`config.mk`:
```
export PLATFORM = sky130hd
export DESIGN_NAME = wrb_port_arbiter
export DESIGN_NICKNAME = d
export VERILOG_FILES = /design/src/rtl/wrb_port_arbiter_pkg.sv /design/src/rtl/wrb_arb_perf.sv /design/src/rtl/wrb_port_arbiter.sv
export SDC_FILE = /design/constraint.sdc
export NUM_CORES = 1
export LEC_CHECK = 0
export CAP_MARGIN = 20
export CORE_UTILIZATION = 35
export DETAILED_ROUTE_END_ITERATION = 6
export PLACE_DENSITY_LB_ADDON = 0.12
export RECOVER_POWER = 25
export REMOVE_ABC_BUFFERS = 1
export SLEW_MARGIN = 20
export SYNTH_ARGS = -nofsm -noshare
export SYNTH_HDL_FRONTEND = slang
export SYNTH_SLANG_ARGS = --single-unit
```
`constraint.sdc`:
```
create_clock -name clk -period 5.4 [get_ports clk]
set_input_delay 1.08 -clock clk [delete_from_list [all_inputs] [get_ports clk]]
set_output_delay 1.08 -clock clk [all_outputs]
set_load 0.01 [all_outputs]
```
`src/rtl/wrb_port_arbiter_pkg.sv`:
```
// -----------------------------------------------------------------------------
// wrb_port_arbiter_pkg
//   Shared types and helpers for the writeback port arbiter.
//   - XLEN           : data width taken from the shared `XLEN define
//   - state encoding : IDLE / PEND / FORCE (enum plus legacy localparams)
//   - type_div2arb_s : divider result bundle {valid, rd_addr, result}
//   - type_arb2rf_s  : register-file write bundle {wr_en, wr_addr, wr_data}
//   - pipe_slot_free : a writeback slot can be reused when nothing (or x0)
//                      is being written
// -----------------------------------------------------------------------------
`ifndef XLEN
`define XLEN 32
`endif

package wrb_port_arbiter_pkg;

    localparam int XLEN = `XLEN;

    typedef enum logic [1:0] {
        IDLE  = 2'd0,
        PEND  = 2'd1,
        FORCE = 2'd2
    } type_wrb_arb_state_e;

    localparam logic [1:0] ST_IDLE  = 2'd0;
    localparam logic [1:0] ST_PEND  = 2'd1;
    localparam logic [1:0] ST_FORCE = 2'd2;

    typedef struct packed {
        logic            valid;
        logic [4:0]      rd_addr;
        logic [XLEN-1:0] result;
    } type_div2arb_s;

    typedef struct packed {
        logic            wr_en;
        logic [4:0]      wr_addr;
        logic [XLEN-1:0] wr_data;
    } type_arb2rf_s;

    function automatic logic pipe_slot_free(input logic req, input logic [4:0] addr);
        return (!req) || (addr == 5'd0);
    endfunction

endpackage

```
`src/rtl/wrb_arb_perf.sv`:
```
// -----------------------------------------------------------------------------
// wrb_arb_perf
//   Saturating event counters for the writeback port arbiter. Only
//   instantiated when WRB_ARB_PERF_EN is defined.
//   Ports:
//     clk, rst              clock / async active-high reset
//     force_i               one pulse per FORCE cycle
//     waw_kill_i            one pulse per held result dropped by a WAW write
//     force_cnt_o           saturating count of force_i
//     waw_kill_cnt_o        saturating count of waw_kill_i
// -----------------------------------------------------------------------------
module wrb_arb_perf #(
    parameter int PERF_W = 32
) (
    input  logic              clk,
    input  logic              rst,
    input  logic              force_i,
    input  logic              waw_kill_i,
    output logic [PERF_W-1:0] force_cnt_o,
    output logic [PERF_W-1:0] waw_kill_cnt_o
);

    logic [PERF_W-1:0] force_cnt_q;
    logic [PERF_W-1:0] waw_kill_cnt_q;

    // Saturating counters: stick at all-ones instead of wrapping
    always_ff @(posedge clk or posedge rst) begin
        if (rst) begin
            force_cnt_q    <= '0;
            waw_kill_cnt_q <= '0;
        end else begin
            if (force_i && (force_cnt_q != {PERF_W{1'b1}})) begin
                force_cnt_q <= force_cnt_q + {{(PERF_W-1){1'b0}}, 1'b1};
            end
            if (waw_kill_i && (waw_kill_cnt_q != {PERF_W{1'b1}})) begin
                waw_kill_cnt_q <= waw_kill_cnt_q + {{(PERF_W-1){1'b0}}, 1'b1};
            end
        end
    end

    assign force_cnt_o    = force_cnt_q;
    assign waw_kill_cnt_o = waw_kill_cnt_q;

endmodule

```
`src/rtl/wrb_port_arbiter.sv`:
```
// -----------------------------------------------------------------------------
// wrb_port_arbiter
//   Shares the single register-file write port between the in-order writeback
//   stream and the out-of-order divider. A one-entry hold register parks a
//   divider result until a writeback slot is free; a wait counter bounds
//   starvation by stealing one slot (stalling the pipe for one cycle).
//   Optional feature macro: WRB_ARB_PERF_EN (adds saturating perf counters).
//   Ports:
//     clk, rst                          clock / async active-high reset
//     pipe_wr_req_i/rd_addr_i/rd_data_i writeback stream write request
//     div_valid_i/rd_addr_i/result_i    divider result (held until accepted)
//     div_ready_o                       divider result accepted this cycle
//     pipe_stall_o                      slot stolen, pipe holds its wrb stage
//     pend_valid_o, pend_rd_addr_o      hold register occupancy and rd
//     rf_wr_en_o/addr_o/data_o          register-file write port
//     perf_force_cnt_o                  (WRB_ARB_PERF_EN) FORCE cycles
//     perf_waw_kill_cnt_o               (WRB_ARB_PERF_EN) WAW-dropped results
// -----------------------------------------------------------------------------
`ifndef XLEN
`define XLEN 32
`endif

module wrb_port_arbiter
    import wrb_port_arbiter_pkg::*;
#(
    parameter int MAX_WAIT = 4,
    parameter int PERF_W   = 32
) (
    input  logic              clk,
    input  logic              rst,
    input  logic              pipe_wr_req_i,
    input  logic [4:0]        pipe_rd_addr_i,
    input  logic [XLEN-1:0]   pipe_rd_data_i,
    input  logic              div_valid_i,
    input  logic [4:0]        div_rd_addr_i,
    input  logic [XLEN-1:0]   div_result_i,
    output logic              div_ready_o,
    output logic              pipe_stall_o,
    output logic              pend_valid_o,
    output logic [4:0]        pend_rd_addr_o,
    output logic              rf_wr_en_o,
    output logic [4:0]        rf_wr_addr_o,
    output logic [XLEN-1:0]   rf_wr_data_o
`ifdef WRB_ARB_PERF_EN
    ,
    output logic [PERF_W-1:0] perf_force_cnt_o,
    output logic [PERF_W-1:0] perf_waw_kill_cnt_o
`endif
);

    localparam int CNT_W = $clog2(MAX_WAIT + 1);

    logic [1:0]       state_q,     state_d;
    logic [4:0]       hold_addr_q, hold_addr_d;
    logic [XLEN-1:0]  hold_data_q, hold_data_d;
    logic [CNT_W-1:0] wait_cnt_q,  wait_cnt_d;

    type_div2arb_s    div_s;
    type_arb2rf_s     rf_s;
    logic             waw_kill_s;

    assign div_s = '{valid: div_valid_i, rd_addr: div_rd_addr_i, result: div_result_i};

    // Next-state and write-port selection
    always_comb begin
        state_d     = state_q;
        hold_addr_d = hold_addr_q;
        hold_data_d = hold_data_q;
        wait_cnt_d  = wait_cnt_q;
        waw_kill_s  = 1'b0;
        // x0 is architecturally zero, so a pipe write to it is masked
        rf_s = '{wr_en:   pipe_wr_req_i && (pipe_rd_addr_i != 5'd0),
                 wr_addr: pipe_rd_addr_i,
                 wr_data: pipe_rd_data_i};
        case (state_q)
            ST_IDLE: begin
                // A result for x0 is accepted and silently discarded
                if (div_s.valid && (div_s.rd_addr != 5'd0)) begin
                    hold_addr_d = div_s.rd_addr;
                    hold_data_d = div_s.result;
                    wait_cnt_d  = '0;
                    state_d     = ST_PEND;
                end else begin
                    state_d = ST_IDLE;
                end
            end
            ST_PEND: begin
                if (pipe_slot_free(pipe_wr_req_i, pipe_rd_addr_i)) begin
                    rf_s    = '{wr_en: 1'b1, wr_addr: hold_addr_q, wr_data: hold_data_q};
                    state_d = ST_IDLE;
                end else if (pipe_rd_addr_i == hold_addr_q) begin
                    // Younger pipe write to the same rd makes the held value dead
                    waw_kill_s = 1'b1;
                    state_d    = ST_IDLE;
                end else begin
                    wait_cnt_d = wait_cnt_q + CNT_W'(1);
                    if ((int'(wait_cnt_q) + 1) >= (MAX_WAIT - 1)) begin
                        state_d = ST_FORCE;
                    end else begin
                        state_d = ST_PEND;
                    end
                end
            end
            ST_FORCE: begin
                // Pipe input is ignored this cycle; pipe_stall_o makes it re-present
                rf_s    = '{wr_en: 1'b1, wr_addr: hold_addr_q, wr_data: hold_data_q};
                state_d = ST_IDLE;
            end
            default: begin
                state_d = ST_IDLE;
            end
        endcase
    end

    // State, hold register and wait counter
    always_ff @(posedge clk or posedge rst) begin
        if (rst) begin
            state_q     <= ST_IDLE;
            hold_addr_q <= 5'd0;
            hold_data_q <= '0;
            wait_cnt_q  <= '0;
        end else begin
            state_q     <= state_d;
            hold_addr_q <= hold_addr_d;
            hold_data_q <= hold_data_d;
            wait_cnt_q  <= wait_cnt_d;
        end
    end

    // Handshake/stall outputs decode the state only: no comb path from inputs
    assign div_ready_o    = (state_q == ST_IDLE);
    assign pipe_stall_o   = (state_q == ST_FORCE);
    assign pend_valid_o   = (state_q != ST_IDLE);
    assign pend_rd_addr_o = pend_valid_o ? hold_addr_q : 5'd0;

    assign rf_wr_en_o     = rf_s.wr_en;
    assign rf_wr_addr_o   = rf_s.wr_addr;
    assign rf_wr_data_o   = rf_s.wr_data;

`ifdef WRB_ARB_PERF_EN
    wrb_arb_perf #(
        .PERF_W(PERF_W)
    ) u_perf (
        .clk            (clk),
        .rst            (rst),
        .force_i        (state_q == ST_FORCE),
        .waw_kill_i     (waw_kill_s),
        .force_cnt_o    (perf_force_cnt_o),
        .waw_kill_cnt_o (perf_waw_kill_cnt_o)
    );
`else
    logic perf_unused_s;
    assign perf_unused_s = waw_kill_s;
`endif

endmodule
```
==> impl_metrics.json <==
{
  "diodes": 0,
  "wl_per_cell_um": 15.24,
  "cts_sinks": 42,
  "cts_tree": "built",
  "synth_top_area_share_pct": 45.73,
  "antenna_found_initial": 0,
  "synth_cell_types": 31,
  "path_max_fanout": 21,
  "hold_depth": 1,
  "fmax_ghz": 0.2150,
  "cts_inserted_buffers": 5,
  "endpoint_kind": "primary output",
  "yosysTopAreaCell": "dfrtp_1",
  "post_synth_instance_area_um2": 2298,
  "grt-ovfl-total": 0,
  "max_slew_margin_pct": -5.767,
  "synthAdderAreaFrac_pct": 2.722,
  "mostFrequentLayoutCells": "122 x clkdlybuf4s50_1, 42 x dfrtp_1, 37 x a22o_1",
  "crit_type": "in2out",
  "die_x_um": 83.04,
  "htree_levels": 2,
  "finalWorstSetupSlack_ps": 747.9,
  "hold_buffers": 0,
  "ios": 124,
  "period_share_pct": 86.15,
  "ctsLongestPathBuffers": 2,
  "via_per_inst": 5.055,
  "peakVddDrop_mv": 0.2810,
  "grt_max_degree": 43,
  "rr_worst_depth": 5,
  "cts-resized-gates": 0,
  "initial_core_util_pct": 36.20,
  "leakage_uw": 0.001469,
  "grt_pass1_vias": 1987,
  "synth_compound_area_share_pct": 18.62,
  "final_util_pct": 57.18,
  "fin_tns_setup_ps": 0,
  "reg2reg_from": "state_q[1]$_DFF_PP0_",
  "cts.clk_slew.worst_paths_ps": 80,
  "rsz0062_at_grt": "no",
  "slew_viol_final": 43,
  "gr-usage-all-layers_pct": 17.75,
  "synth-seq-cells": 42,
  "pre_cts_slack_ps": 749.4,
  "port_buffers": 123,
  "die_area_um2": 6895,
  "crit_required_ps": 4320,
  "cp_num_cells": 8,
  "cts_setup_buffers": 0,
  "dp_cells": 376,
  "yosys_warnings": 0,
  "syn_avg_cell_area_um2": 12.42,
  "place_area_um2": 3521,
  "p_per_area_nw_per_um2": 513.6,
  "route.vias.total": 1941,
  "synth.area.mux_share_pct": 17.64,
  "synth_simple_gate_area_share_pct": 6.532,
  "areaGrowthSynthToFinish_pct": 57.97,
  "cp.arrival_ps": 3570,
  "final_cell_count_no_fill": 384,
  "initialDrtViolationCount": 91,
  "cp.buffers_inverters": 3,
  "antenna_left": 0,
  "final.fill_count": 554,
  "critPathLaunch": "pipe_rd_addr_i[1]",
  "layout-drive-gt1-share_pct": 17.59,
  "cp_slowest_cell": "or4_1",
  "fin_worst_skew_ps": 3.576,
  "clock-root-buffer": "clkbuf_8",
  "dpl.hpwl_um": 4291,
  "hold_class": "reg2reg",
  "min_from": "hold_data_q[28]$_DFFE_PP0P_",
  "drc_errors": 0,
  "firstDrtPassIters": 4,
  "period_needed_ps": 4652,
  "die_y_um": 83.04,
  "clk_latency_ps": 300,
  "final_common_cell": "clkdlybuf4s50_1",
  "coreArea_um2": 6350,
  "cp-start-kind": "primary input",
  "status": "complete, but fails checks",
  "cap_viol_max_count": 1,
  "final_cell_area_um2": 3631,
  "postSynthCellCount": 185,
  "grt_pass1_wl_um": 9818,
  "tightestPinTransition_ps": 1585,
  "ys_top_cells_by_area": "dfrtp_1 46%, mux2_2 18%, a22o_1 14%",
  "cp_common_cell": "clkdlybuf4s50_1",
  "crit_family": "buffers and inverters",
  "yosysSeqAreaShare_pct": 45.73,
  "final-hold-violation-count": 0,
  "finalNetCount": 389,
  "synthXorXnorAreaFrac_pct": 1.905,
  "crit_chain": "clkdlybuf4s50_1, or4_1, o21ai_2, a21oi_1, nor2b_2, buf_4, a22o_1, clkdlybuf4s50_1",
  "wl_um": 5851,
  "failed_checks": "max-capacitance violations, max-slew violations",
  "synth_top_family_by_area": "compound AO/OA/AOI/OAI gates",
  "num_rows": 29,
  "setup-violations-final": 0,
  "cpPeakStageDelay_ps": 560,
  "place.gp.congestion": 0.7562
}
-- per-layer routing --
layer	vias to the layer above	GRT usage, %	share of wire [%]
li1	931	-	-
met3	6	3.877	8.1
met1	913	23.28	46
met5	-	0	0
met4	0	5.799	1.1
met2	91	29.14	45
-- final timing paths --
path / to / slack, ps
setup / recovery: rf_wr_data_o[0] / 750
hold / removal: hold_data_q[28]$_DFFE_PP0P_ / 510
setup reg to reg: hold_data_q[8]$_DFFE_PP0P_ / 3150
hold reg to reg: hold_data_q[28]$_DFFE_PP0P_ / 510
max in group asynchronous: hold_data_q[18]$_DFFE_PP0P_ / 2770
min in group asynchronous: hold_data_q[20]$_DFFE_PP0P_ / 1700
-- Yosys cell counts (all sizes together) --
cell,instances
o211a,1
dfrtp,42
a21oi,2
ha,5
or2b,1
or4,1
mux2,36
or2,4
nor2b,5
inv,8
a22o,38
nor3,2
or3,2
clkbuf,2
a21o,1
xor2,2
xnor2,3
buf,10
o311ai,2
nand2,2
nand3,5
nor2,3
o211ai,2
o21ai,6
-- stage by stage --
step,power (µW),hold WS [ps]
after floorplan,1127,481.7
after global placement,1619,491.3
after detailed placement,1630,496.2
after CTS,1890,514.9
after global routing,1990,528.9
final,1865,511.1
-- cells by family after synthesis --
group | after synthesis
compound gates | 52
flops | 42
mux | 36
buf+inv | 20
fa+ha+maj | 5
xor+xnor | 5
simple gates | 25
-- flip-flops by register name (all words and copies together) (netlist names) --
signal       cells
hold_data_q     32
wait_cnt_q       3
state_q          2
hold_addr_q      5
-- power by group --
group          internal [µW]  total (µW)  switching (µW)
clock                    138         249             111
combinational            624        1050             424
sequential               468         568            99.9
total                   1230        1860             635
-- area by class of cell --
cell class              instances  area [µm²]  share of cell area, %
repair buffers                126        1254                  34.53
well taps                      77       96.34                  2.653
inverters                       8       30.03                 0.8270
multi-input cells             123        1090                  30.01
clock buffers                   6       72.57                  1.999
clock inverters                 2       37.54                  1.034
flip-flops and latches         42        1051                  28.95
Note: power is estimated with default switching activity, not from simulation.
